[config.mk]
export PLATFORM = sky130hd
export DESIGN_NAME = muldiv_sequencer_flat
export DESIGN_NICKNAME = d
export VERILOG_FILES = /design/src/rtl/muldiv_sequencer_if.sv /design/src/rtl/muldiv_sequencer.sv /design/src/flat_wrapper.sv
export SDC_FILE = /design/constraint.sdc
export NUM_CORES = 1
export LEC_CHECK = 0
export BUFFER_PORTS_ARGS = -buffer_cell sky130_fd_sc_hd__clkbuf_2
export CAP_MARGIN = 20
export CORE_ASPECT_RATIO = 0.75
export CORE_MARGIN = 4
export CORE_UTILIZATION = 60
export DETAILED_ROUTE_END_ITERATION = 12
export PLACE_DENSITY = 0.84
export SETUP_SLACK_MARGIN = 0.5
export SLEW_MARGIN = 20
export SYNTH_ARGS = -nofsm -noshare
export SYNTH_HDL_FRONTEND = slang
export SYNTH_SLANG_ARGS = --single-unit
[constraint.sdc]
create_clock -name clk -period 12.2 [get_ports clk]
set_input_delay 0.61 -clock clk [delete_from_list [all_inputs] [get_ports clk]]
set_output_delay 0.61 -clock clk [all_outputs]
set_load 0.005 [all_outputs]
[src/rtl/muldiv_sequencer_if.sv]
// muldiv_sequencer_if: datapath <-> multiply/divide unit handshake and HI/LO access bundle.
interface muldiv_sequencer_if #(parameter int WIDTH = 32);
  logic start;
  logic [1:0] op;
  logic [WIDTH-1:0] srca, srcb, mt_wdata, hi, lo;
  logic mthi_we, mtlo_we, mf_req, busy, stall, done, divz;
  modport master (
    output start, op, srca, srcb, mthi_we, mtlo_we, mt_wdata, mf_req,
    input busy, stall, done, divz, hi, lo
  );
  modport slave (
    input start, op, srca, srcb, mthi_we, mtlo_we, mt_wdata, mf_req,
    output busy, stall, done, divz, hi, lo
  );
endinterface

[src/rtl/muldiv_sequencer.sv]
// muldiv_sequencer: one-bit-per-cycle MULT/MULTU/DIV/DIVU with HI/LO; MULDIV_EARLY_OUT_EN ends multiplies early.
module muldiv_sequencer #(
  parameter int WIDTH = 32,
  parameter int CNT_W = 6
) (
  input logic clk,
  input logic reset,
  muldiv_sequencer_if.slave bus
);
  typedef enum logic [1:0] {IDLE, RUN, FIX} state_t;
  state_t state;
  logic [CNT_W-1:0] cnt;
  logic div_op, sq, sr;
  logic [2*WIDTH-1:0] acc, ma, prod;
  logic [WIDTH-1:0] mb, abs_a, abs_b, quo_fix, rem_fix;
  logic [WIDTH:0] diff;
  logic sa, sb, last;
  // Divide keeps {remainder, dividend/quotient} in acc; multiply accumulates into acc.
  always_comb begin
    sa = ~bus.op[0] & bus.srca[WIDTH-1];
    sb = ~bus.op[0] & bus.srcb[WIDTH-1];
    abs_a = sa ? -bus.srca : bus.srca;
    abs_b = sb ? -bus.srcb : bus.srcb;
    diff = acc[2*WIDTH-1:WIDTH-1] - {1'b0, mb};
    prod = sq ? -acc : acc;
    quo_fix = sq ? -acc[WIDTH-1:0] : acc[WIDTH-1:0];
    rem_fix = sr ? -acc[2*WIDTH-1:WIDTH] : acc[2*WIDTH-1:WIDTH];
`ifdef MULDIV_EARLY_OUT_EN
    last = div_op ? cnt == CNT_W'(WIDTH-1) : (mb >> 1) == '0;
`else
    last = cnt == CNT_W'(WIDTH-1);
`endif
  end
  assign bus.stall = bus.busy & (bus.mf_req | bus.start | bus.mthi_we | bus.mtlo_we);
  always_ff @(posedge clk) begin
    if (reset) begin
      state <= IDLE;
      cnt <= '0;
      bus.busy <= 1'b0;
      bus.done <= 1'b0;
      bus.divz <= 1'b0;
      bus.hi <= '0;
      bus.lo <= '0;
    end else begin
      bus.done <= 1'b0;
      case (state)
        IDLE: begin
          if (bus.start) begin
            state <= RUN;
            bus.busy <= 1'b1;
            bus.divz <= 1'b0;
            cnt <= '0;
            div_op <= bus.op[1];
            sq <= sa ^ sb;
            sr <= sa;
            ma <= {{WIDTH{1'b0}}, abs_a};
            mb <= abs_b;
            acc <= bus.op[1] ? {{WIDTH{1'b0}}, abs_a} : '0;
          end else begin
            if (bus.mthi_we) bus.hi <= bus.mt_wdata;
            if (bus.mtlo_we) bus.lo <= bus.mt_wdata;
          end
        end
        RUN: begin
          cnt <= cnt + 1'b1;
          if (div_op) begin
            acc <= diff[WIDTH] ? {acc[2*WIDTH-2:0], 1'b0} : {diff[WIDTH-1:0], acc[WIDTH-2:0], 1'b1};
          end else begin
            acc <= acc + (mb[0] ? ma : '0);
            ma <= ma << 1;
            mb <= mb >> 1;
          end
          if (last) state <= FIX;
        end
        FIX: begin
          state <= IDLE;
          bus.busy <= 1'b0;
          bus.done <= 1'b1;
          {bus.hi, bus.lo} <= div_op ? {rem_fix, quo_fix} : prod;
          bus.divz <= div_op && mb == '0;
        end
        default: state <= IDLE;
      endcase
    end
  end
endmodule

[src/flat_wrapper.sv]
// flat-port wrapper written by rule: the top's interface ports become plain ports
module muldiv_sequencer_flat 
#(
  parameter int WIDTH = 32,
  parameter int CNT_W = 6
)
  (clk, reset, bus_start, bus_op, bus_srca, bus_srcb, bus_mthi_we, bus_mtlo_we, bus_mt_wdata, bus_mf_req, bus_busy, bus_stall, bus_done, bus_divz, bus_hi, bus_lo);
  muldiv_sequencer_if #(.WIDTH(WIDTH)) bus_i ();
  input logic clk;
  input logic reset;
  input wire logic [$bits(bus_i.start)-1:0] bus_start;
  input wire logic [$bits(bus_i.op)-1:0] bus_op;
  input wire logic [$bits(bus_i.srca)-1:0] bus_srca;
  input wire logic [$bits(bus_i.srcb)-1:0] bus_srcb;
  input wire logic [$bits(bus_i.mthi_we)-1:0] bus_mthi_we;
  input wire logic [$bits(bus_i.mtlo_we)-1:0] bus_mtlo_we;
  input wire logic [$bits(bus_i.mt_wdata)-1:0] bus_mt_wdata;
  input wire logic [$bits(bus_i.mf_req)-1:0] bus_mf_req;
  output wire logic [$bits(bus_i.busy)-1:0] bus_busy;
  output wire logic [$bits(bus_i.stall)-1:0] bus_stall;
  output wire logic [$bits(bus_i.done)-1:0] bus_done;
  output wire logic [$bits(bus_i.divz)-1:0] bus_divz;
  output wire logic [$bits(bus_i.hi)-1:0] bus_hi;
  output wire logic [$bits(bus_i.lo)-1:0] bus_lo;
  assign bus_i.start = bus_start;
  assign bus_i.op = bus_op;
  assign bus_i.srca = bus_srca;
  assign bus_i.srcb = bus_srcb;
  assign bus_i.mthi_we = bus_mthi_we;
  assign bus_i.mtlo_we = bus_mtlo_we;
  assign bus_i.mt_wdata = bus_mt_wdata;
  assign bus_i.mf_req = bus_mf_req;
  assign bus_busy = bus_i.busy;
  assign bus_stall = bus_i.stall;
  assign bus_done = bus_i.done;
  assign bus_divz = bus_i.divz;
  assign bus_hi = bus_i.hi;
  assign bus_lo = bus_i.lo;
  muldiv_sequencer #(.WIDTH(WIDTH), .CNT_W(CNT_W)) u_core (.clk(clk), .reset(reset), .bus(bus_i));
endmodule
==> results of run 1 <==
registers in the layout, indices dropped and copies added (netlist names), 2 cells and up:
signal         cells
u_core.ma         64
u_core.state       2
u_core.mb         32
u_core.bus.lo     32
u_core.bus.hi     32
u_core.cnt         6
u_core.acc        64
cells in the final DEF, fill, tap and decap left out, types with 8 or more instances in the layout:
cell type                     n
sky130_fd_sc_hd__nand2b_1    19
sky130_fd_sc_hd__xor2_1      81
sky130_fd_sc_hd__a31oi_1     17
sky130_fd_sc_hd__o21ai_1      9
sky130_fd_sc_hd__buf_4       12
sky130_fd_sc_hd__nor2b_1     15
sky130_fd_sc_hd__and3_1      11
sky130_fd_sc_hd__o21bai_1    21
sky130_fd_sc_hd__or2_2        8
sky130_fd_sc_hd__xnor2_1    123
sky130_fd_sc_hd__o211ai_1    12
sky130_fd_sc_hd__and2_1     105
sky130_fd_sc_hd__o31ai_1     20
sky130_fd_sc_hd__mux2i_1     83
sky130_fd_sc_hd__nand4_1     27
sky130_fd_sc_hd__or4_1       17
sky130_fd_sc_hd__nor4_1      21
sky130_fd_sc_hd__nor2_1     212
sky130_fd_sc_hd__o41ai_1     13
sky130_fd_sc_hd__ha_1       100
sky130_fd_sc_hd__nand3_1     33
sky130_fd_sc_hd__clkbuf_16   27
sky130_fd_sc_hd__inv_1       75
sky130_fd_sc_hd__clkbuf_2   172
sky130_fd_sc_hd__a211oi_1    85
sky130_fd_sc_hd__a21oi_1    191
sky130_fd_sc_hd__o21a_1      12
sky130_fd_sc_hd__nand2_1    182
sky130_fd_sc_hd__edfxtp_1   163
sky130_fd_sc_hd__dfxtp_1     75
sky130_fd_sc_hd__o22ai_1     35
sky130_fd_sc_hd__a21o_1      42
sky130_fd_sc_hd__or3_1       19
sky130_fd_sc_hd__o21ai_0    143
sky130_fd_sc_hd__nor3_1      44
worst min-delay path by stage:
stage / to / slack [ps] / cells after the start
after global placement: u_core.state[1] / 460 / 1
after detailed placement: u_core.state[1] / 460 / 1
final: u_core.bus.lo[9] / 400 / 3
after floorplan: u_core.state[1] / 440 / 1
after global routing: u_core.bus.hi[2] / 410 / 3
after CTS: u_core.bus.hi[2] / 380 / 3
kinds of logic (layout without fill, tap and decap cells):
kind of cell | count (synthesis) | after routing | synth area share
AO/OA/AOI/OAI | 672 | 672 | 0.225
adder cells (fa/ha/maj) | 102 | 102 | 0.0670
XOR/XNOR | 205 | 205 | 0.0942
multiplexers | 87 | 87 | 0.0455
flip-flops | 238 | 238 | 0.332
buffers and inverters | 202 | 309 | 0.0444
AND/OR/NAND/NOR | 745 | 745 | 0.192
final cells by class:
class                           instances  area [µm²]
Clock buffer                           38         748
Clock inverter                         10        81.3
Fill cell                            2572       10400
Inverter                               77         289
Multi-Input combinational cell       1811       12100
Sequential cell                       238        6400
Tap cell                              406         508
Timing Repair Buffer                  184         961
worst reg2reg max path, stage by stage (launching register included):
cell and delay (ps):
sky130_fd_sc_hd__edfxtp_1 320, sky130_fd_sc_hd__buf_4 490, sky130_fd_sc_hd__ha_1 290, sky130_fd_sc_hd__inv_1 60, sky130_fd_sc_hd__fa_1 420, sky130_fd_sc_hd__a211oi_1 250
sky130_fd_sc_hd__nor2_1 140, sky130_fd_sc_hd__o2111ai_1 340, sky130_fd_sc_hd__a31oi_1 200, sky130_fd_sc_hd__a31oi_2 340, sky130_fd_sc_hd__xnor2_4 150, sky130_fd_sc_hd__buf_4 540
sky130_fd_sc_hd__mux2_2 420, sky130_fd_sc_hd__a22oi_1 190, sky130_fd_sc_hd__nand2_1 80
power by group through the flow:
stage | clock (mW) | sequential (mW) | combinational (mW)
3_5_place_dp | 0 | 1.05 | 0.862
6_report | 0.797 | 1.04 | 0.892
5_1_grt | 0.833 | 1.05 | 0.971
3_3_place_gp | 0 | 1.05 | 0.842
2_1_floorplan | 0 | 1.02 | 0.652
4_1_cts | 0.800 | 1.04 | 0.869
routing by layer:
| layer | vias to the layer above | track usage | share of wire |
|---|---|---|---|
| met2 | 1086 | 0.494 | 0.41 |
| met4 | 2 | 0.0710 | 0.022 |
| li1 | 8446 | - | - |
| met3 | 102 | 0.101 | 0.13 |
| met1 | 8690 | 0.515 | 0.44 |
| met5 | - | 0 | 0.00016 |
metrics by stage:
step	std cells	area (µm²)	total power [mW]	utilization
global placement	2715	20200	1.89	0.642
finish	2764	21000	2.73	0.669
CTS	2763	21000	2.71	0.668
detailed placement	2715	20200	1.91	0.642
floorplan	2251	19300	1.67	-
global route	2764	21000	2.85	0.669
synthesized netlist by cell type (4+ instances only):
cell type,count,area share
sky130_fd_sc_hd__nor2_1,213,0.042
sky130_fd_sc_hd__a21oi_1,191,0.050
sky130_fd_sc_hd__nand2_1,182,0.035
sky130_fd_sc_hd__edfxtp_1,163,0.25
sky130_fd_sc_hd__o21ai_0,143,0.037
sky130_fd_sc_hd__xnor2_1,123,0.056
sky130_fd_sc_hd__and2_1,107,0.035
sky130_fd_sc_hd__ha_1,100,0.065
sky130_fd_sc_hd__clkbuf_1,94,0.018
sky130_fd_sc_hd__a211oi_1,85,0.033
sky130_fd_sc_hd__mux2i_1,83,0.043
sky130_fd_sc_hd__xor2_1,81,0.037
sky130_fd_sc_hd__dfxtp_1,75,0.078
sky130_fd_sc_hd__inv_1,75,0.015
sky130_fd_sc_hd__nor3_1,45,0.012
sky130_fd_sc_hd__a21o_1,42,0.016
sky130_fd_sc_hd__o22ai_1,35,0.011
sky130_fd_sc_hd__nand3_1,33,0.0086
sky130_fd_sc_hd__nand4_1,27,0.0088
sky130_fd_sc_hd__nand2b_1,21,0.0068
sky130_fd_sc_hd__nor4_1,21,0.0068
sky130_fd_sc_hd__o21bai_1,21,0.0082
sky130_fd_sc_hd__o31ai_1,20,0.0078
sky130_fd_sc_hd__or3_1,19,0.0062
sky130_fd_sc_hd__a31oi_1,17,0.0055
sky130_fd_sc_hd__or4_1,17,0.0066
sky130_fd_sc_hd__nor2b_1,16,0.0052
sky130_fd_sc_hd__o41ai_1,13,0.0059
sky130_fd_sc_hd__o211ai_1,12,0.0047
sky130_fd_sc_hd__o21a_1,12,0.0047
sky130_fd_sc_hd__and3_1,11,0.0036
sky130_fd_sc_hd__buf_1,11,0.0021
sky130_fd_sc_hd__buf_4,11,0.0043
sky130_fd_sc_hd__o21ai_1,9,0.0023
sky130_fd_sc_hd__or2_2,8,0.0026
sky130_fd_sc_hd__a21boi_0,5,0.0019
sky130_fd_sc_hd__buf_6,5,0.0029
sky130_fd_sc_hd__o221ai_1,5,0.0023
sky130_fd_sc_hd__a221o_1,4,0.0021
sky130_fd_sc_hd__mux2_2,4,0.0023
==> impl_metrics.py, run 1 <==
metrics = {
    "job": {
        "max_cap_viol_count": 0,
    },
    "drt": {
        "route.detailed.drc": 0,
        "routed_wire_length_per_instance_um": 22.6,
        "drt_pass_1_iters": 7,
        "avgViaCountPerCell": 6.63,
        "via_count": 18300,
        "routed_wirelength_mm": 62.5,
        "drt-initial-drc-count": 2518,
        "antenna_left": 0,
    },
    "timing": {
        "hold_ws_ps": 396,
        "report.final.slew_viol_count": 0,
        "timing.setup.tns_ps": 0,
        "finalWorstSetupSlack_ps": 7730,
        "worst_clock_skew_ps": 19.0,
        "final.period_utilization": 0.367,
        "finalSetupViolations": 0,
        "final_period_minus_worst_setup_slack_ps": 4470,
        "max_slew.worst_pin.slew_ps": 1120,
        "grt_setup_unrepaired": "no",
        "final_hold_viol_count": 0,
        "max_slew_headroom_at_the_worst_pin": 0.255,
        "maxClockFrequency_mhz": 224,
    },
    "critical_path": {
        "slowest_stage": "sky130_fd_sc_hd__buf_4",
        "timing.critical_path.depth": 14,
        "worst_setup_path_end_kind": "register",
        "cp-startpoint": "u_core.mb[0]",
        "setup.reg_to_reg.worst_slack_ps": 7730,
        "path_max_fanout": 66,
        "timing.critical_path.cells": "buf_4 -> ha_1 -> inv_1 -> fa_1 -> a211oi_1 -> nor2_1 -> o2111ai_1 -> a31oi_1 -> a31oi_2 -> xnor2_4 -> buf_4 -> mux2_2 -> a22oi_1 -> nand2_1",
        "crit_type": "reg2reg",
        "critPathCapture": "u_core.acc[54]",
        "worst_setup_path_start_kind": "register",
        "critPathMaxStageDelay_ps": 540,
        "critPathMostFrequentCell": "sky130_fd_sc_hd__buf_4",
        "worst-path-buf-inv": 3,
        "reg2reg_to": "u_core.acc[54]",
        "timing.critical_path.max_delay_family": "compound AO/OA/AOI/OAI gates",
        "worst-endpoint-required_ps": 12510,
        "reg2reg_depth": 14,
        "cp_data_arrival_time_ps": 4780,
        "critical_path.reg2reg.startpoint": "u_core.mb[0]",
    },
    "synth": {
        "synth-async-reset-ratio": 0,
        "synth_fp_nets": 2457,
        "postSynth.topFlopCell": "sky130_fd_sc_hd__edfxtp_1",
        "synth.yosys.warnings": 0,
        "synthesis.instances": 2251,
        "synth.lib_cells_used.distinct": 103,
        "number_of_flops_mapped_to_enable_cells_by_yosys": 163,
        "mapped_avg_cell_area_um2": 8.56,
        "synth.yosys.seq_area_share": 0.332,
        "synth.ff_latch_count": 238,
        "synth.cell_area_um2": 19300,
    },
    "clock_network": {
        "clock_tree_from_tritoncts": "built",
        "cts.reportedPaths.clkPinSlew_ps": 60,
        "clock_tree.htree_level_count": 1,
        "clk-insertion-delay-late_ps": 570,
        "clock_net_sink_count": 238,
        "clock_path_buffers": 3,
        "cts_setup_buffers": 0,
        "ctsHoldBuffers": 0,
        "tritoncts.num_buffers": 26,
        "clockRootBuffer": "sky130_fd_sc_hd__clkbuf_16",
        "quantity_of_gates_resized_following_cts": 0,
    },
    "floorplanning": {
        "fp.dieArea_um2": 35100,
        "ios": 172,
        "initial_core_util": 0.612,
        "die-width_um": 215,
        "floorplan.die.height_um": 163,
        "row_count": 56,
        "core_region_area_um2": 31500,
    },
    "placed_design": {
        "hpwl_mm": 46.7,
        "gp_congestion": 0.986,
        "dpl_worst_slack_ps": 7790,
        "io_buffers": 171,
    },
    "finish": {
        "syn2layout_area_growth_pct": 9.19,
        "nets": 2544,
        "num_antenna_cells": 0,
        "drive_gt1_frac": 0.120,
    },
    "power": {
        "vdd_drop_max_uv": 90.6,
        "power.internal_mw": 1.74,
        "leakage_nw": 8.23,
        "power.net_switching_uw": 988,
        "netSwitchingFraction": 0.362,
        "power.share.sequential": 0.382,
        "clock_power_share": 0.292,
        "power.combinational.fraction": 0.326,
        "pwr_density_nw_per_um2": 130,
    },
    "grt": {
        "grt_start_max_net_pins": 99,
        "gr_usage_total": 0.344,
        "number_of_global_route_vias_before_repair": 17100,
        "grt.overflow.total": 0,
        "grt_pass1_wl_mm": 97.0,
        "antenna_found_initial": 1,
    },
    "worst_hold_path": {
        "min-delay-start": "bus_mt_wdata[9]",
        "timing.hold.worst.class": "in2reg",
    },
    "outcome": {
        "status": "completed",
    },
}
Power figures use the tool's default switching activity.
==> run 2: changes to the inputs <==
- ABC_AREA: unset -> 1
- CORE_UTILIZATION: 60 -> 57
- PLACE_DENSITY: 0.84 -> 0.83
- clock period: 12.2 -> 3.8 ns (I/O delays scaled with it)
==> impl_metrics.py, run 2 <==
metrics = {
    "finish": {
        "drive_gt1_frac": 0.0746,
        "final_cell_mix": "1379 x sky130_fd_sc_hd__nand2_1, 721 x sky130_fd_sc_hd__inv_1, 367 x sky130_fd_sc_hd__nor2_1",
        "filler_cell_count": 3929,
        "num_antenna_cells": 0,
        "reg.largest.list": "u_core.acc (64), u_core.ma (64)",
        "most_common_cell_after_layout_fill_and_taps_aside": "sky130_fd_sc_hd__nand2_1",
        "nets": 4314,
        "syn2layout_area_growth_pct": 10.4,
    },
    "clock_network": {
        "clock_net_sink_count": 238,
        "cts.reportedPaths.clkPinSlew_ps": 60,
        "clk-insertion-delay-late_ps": 590,
        "tritoncts.num_buffers": 26,
        "clock_tree_from_tritoncts": "built",
        "clockRootBuffer": "sky130_fd_sc_hd__clkbuf_16",
        "clock_path_buffers": 3,
        "cts_setup_buffers": 0,
        "clock_tree.htree_level_count": 1,
    },
    "grt": {
        "grt.overflow.total": 0,
        "number_of_global_route_vias_before_repair": 23700,
        "grt_start_max_net_pins": 97,
        "antenna_found_initial": 0,
        "grt_pass1_wl_mm": 135,
        "gr_usage_total": 0.386,
    },
    "synth": {
        "synth.yosys.seq_area_share": 0.274,
        "synth-async-reset-ratio": 0,
        "synth.most_common_cell": "sky130_fd_sc_hd__nand2_1",
        "synth_fp_nets": 4162,
        "synth.cell_area_um2": 23400,
        "number_of_flops_mapped_to_enable_cells_by_yosys": 163,
        "synth.lib_cells_used.distinct": 54,
        "synth.yosys.warnings": 0,
        "synth.ff_latch_count": 238,
        "yosysTopAreaCell": "sky130_fd_sc_hd__nand2_1",
        "synthesis.instances": 3956,
        "synth_top_area_frac": 0.222,
        "post_synth_main_area_contributors": "sky130_fd_sc_hd__nand2_1 22%, sky130_fd_sc_hd__edfxtp_1 21%, sky130_fd_sc_hd__inv_1 12%",
        "postSynth.topFlopCell": "sky130_fd_sc_hd__edfxtp_1",
        "mapped_avg_cell_area_um2": 5.91,
        "yosys-top-cells-count": "1381 x sky130_fd_sc_hd__nand2_1, 721 x sky130_fd_sc_hd__inv_1, 372 x sky130_fd_sc_hd__nor2_1",
    },
    "timing": {
        "finalSetupViolations": 0,
        "final_period_minus_worst_setup_slack_ps": 3190,
        "timing.setup.tns_ps": 0,
        "report.final.slew_viol_count": 0,
        "worst_clock_skew_ps": 19.9,
        "maxClockFrequency_mhz": 313,
        "final_hold_viol_count": 0,
        "max_slew.worst_pin.slew_ps": 956,
        "max_slew_headroom_at_the_worst_pin": 0.363,
        "grt_setup_unrepaired": "no",
        "final.period_utilization": 0.840,
    },
    "worst_hold_path": {
        "timing.hold.worst.class": "in2reg",
        "min_path_cells": 4,
    },
    "drt": {
        "route.met2.wl_mm": 36.8,
        "routed_wire_length_per_instance_um": 19.1,
        "routed_wirelength_mm": 89.0,
        "avgViaCountPerCell": 5.66,
        "via_count": 26300,
        "drt_pass_1_iters": 6,
        "wl_met1_mm": 36.7,
        "dr_wl_met3_mm": 11.3,
        "drt-initial-drc-count": 3479,
        "antenna_left": 0,
        "route.top_layer_used": "met4",
        "route.detailed.drc": 0,
    },
    "floorplanning": {
        "fp.dieArea_um2": 44300,
        "core_region_area_um2": 40000,
        "initial_core_util": 0.584,
        "ios": 172,
        "row_count": 63,
        "die-width_um": 242,
        "floorplan.die.height_um": 183,
    },
    "placed_design": {
        "hpwl_mm": 70.2,
        "io_buffers": 171,
        "gp_congestion": 1.08,
    },
    "critical_path": {
        "path_max_fanout": 58,
        "worst_setup_path_end_kind": "register",
        "reg2reg_depth": 18,
        "crit_type": "reg2reg",
        "cp_data_arrival_time_ps": 3540,
        "worst-endpoint-required_ps": 4150,
        "setup.reg_to_reg.worst_slack_ps": 610,
        "worst_setup_path_start_kind": "register",
    },
    "power": {
        "vdd_drop_max_uv": 398,
        "leakage_nw": 13.8,
        "post-layout-total-power_mw": 10.7,
        "pwr_density_nw_per_um2": 416,
    },
    "outcome": {
        "status": "completed",
    },
    "job": {
        "max_cap_viol_count": 0,
    },
}
[run 2: layout make-up]
type,instances,area [µm²],share of cell area
inverters,732,2750,0.107
well taps,520,651,0.0252
multi-input cells,2889,13900,0.537
clock buffers,34,733,0.0284
clock inverters,14,111,0.00431
repair buffers,221,1310,0.0507
flip-flops and latches,238,6400,0.248
[run 2: cells by family (layout without fill, tap and decap cells)]
logic type | count (synthesis) | count (layout) | synth area share
AO/OA/AOI/OAI | 500 | 500 | 0.115
buffers and inverters | 829 | 1001 | 0.135
AND/OR/NAND/NOR | 2191 | 2191 | 0.385
XOR/XNOR | 96 | 96 | 0.0360
adder cells (fa/ha/maj) | 102 | 102 | 0.0552
flip-flops | 238 | 238 | 0.274
[run 2: what timing repair did]
| item | 4_1_cts | 5_1_grt |
|---|---|---|
| resized for setup | 0 | 2 |
| endpoints found under the setup margin | 0 | 3 |
| endpoints found under the hold margin | 36 | 0 |
| hold buffers | 21 | 0 |
[run 2: final timing paths]
kind	startpoint	to
worst min-delay path	bus_srcb[29]	u_core.mb[29]
worst max register to register	u_core.mb[0]	u_core.acc[32]
worst max-delay path	u_core.mb[0]	u_core.acc[32]
worst min register to register	u_core.bus.lo[0]	u_core.bus.lo[0]
[run 2: worst max-delay path: stages (launching register included)]
cell and delay (ps):
sky130_fd_sc_hd__edfxtp_1 430, sky130_fd_sc_hd__buf_12 200, sky130_fd_sc_hd__nand2_1 90, sky130_fd_sc_hd__inv_1 40
sky130_fd_sc_hd__ha_1 210, sky130_fd_sc_hd__fa_1 430, sky130_fd_sc_hd__nand3_1 110, sky130_fd_sc_hd__nand3_1 160
sky130_fd_sc_hd__nand2_1 100, sky130_fd_sc_hd__nand2_1 140, sky130_fd_sc_hd__nand2_1 100, sky130_fd_sc_hd__nand3_1 150
sky130_fd_sc_hd__nand2_1 100, sky130_fd_sc_hd__nand2_1 90, sky130_fd_sc_hd__or2_2 290, sky130_fd_sc_hd__nand3_1 70
sky130_fd_sc_hd__nand2_1 80, sky130_fd_sc_hd__nand2_1 70, sky130_fd_sc_hd__inv_1 40
[run 2: where the power goes]
group	total [mW]	leakage (nW)	switching, mW	internal, mW
Clock	2.57	0.427	1.18	1.38
Combinational	4.59	11.2	3.20	1.39
Sequential	3.58	2.18	0.379	3.20
Total	10.7	13.8	4.77	5.97
[run 2: through the flow]
stage | utilization | hold WS, ps | instance area [µm²] | worst slack, ps | cells
floorplan | - | 289 | 23400 | 296 | 3956
global placement | 0.618 | 458 | 24800 | 775 | 4579
detailed placement | 0.618 | 461 | 24800 | 695 | 4579
CTS | 0.644 | 0.137 | 25800 | 642 | 4648
global route | 0.645 | 27.1 | 25800 | 506 | 4648
finish | 0.645 | 5.64 | 25800 | 607 | 4648
[run 2: layer usage]
| metal | global-route usage | up-vias |
|---|---|---|
| li1 | - | 12700 |
| met1 | 0.541 | 11800 |
| met2 | 0.589 | 1574 |
| met3 | 0.0798 | 231 |
| met4 | 0.150 | 0 |
| met5 | 0 | - |
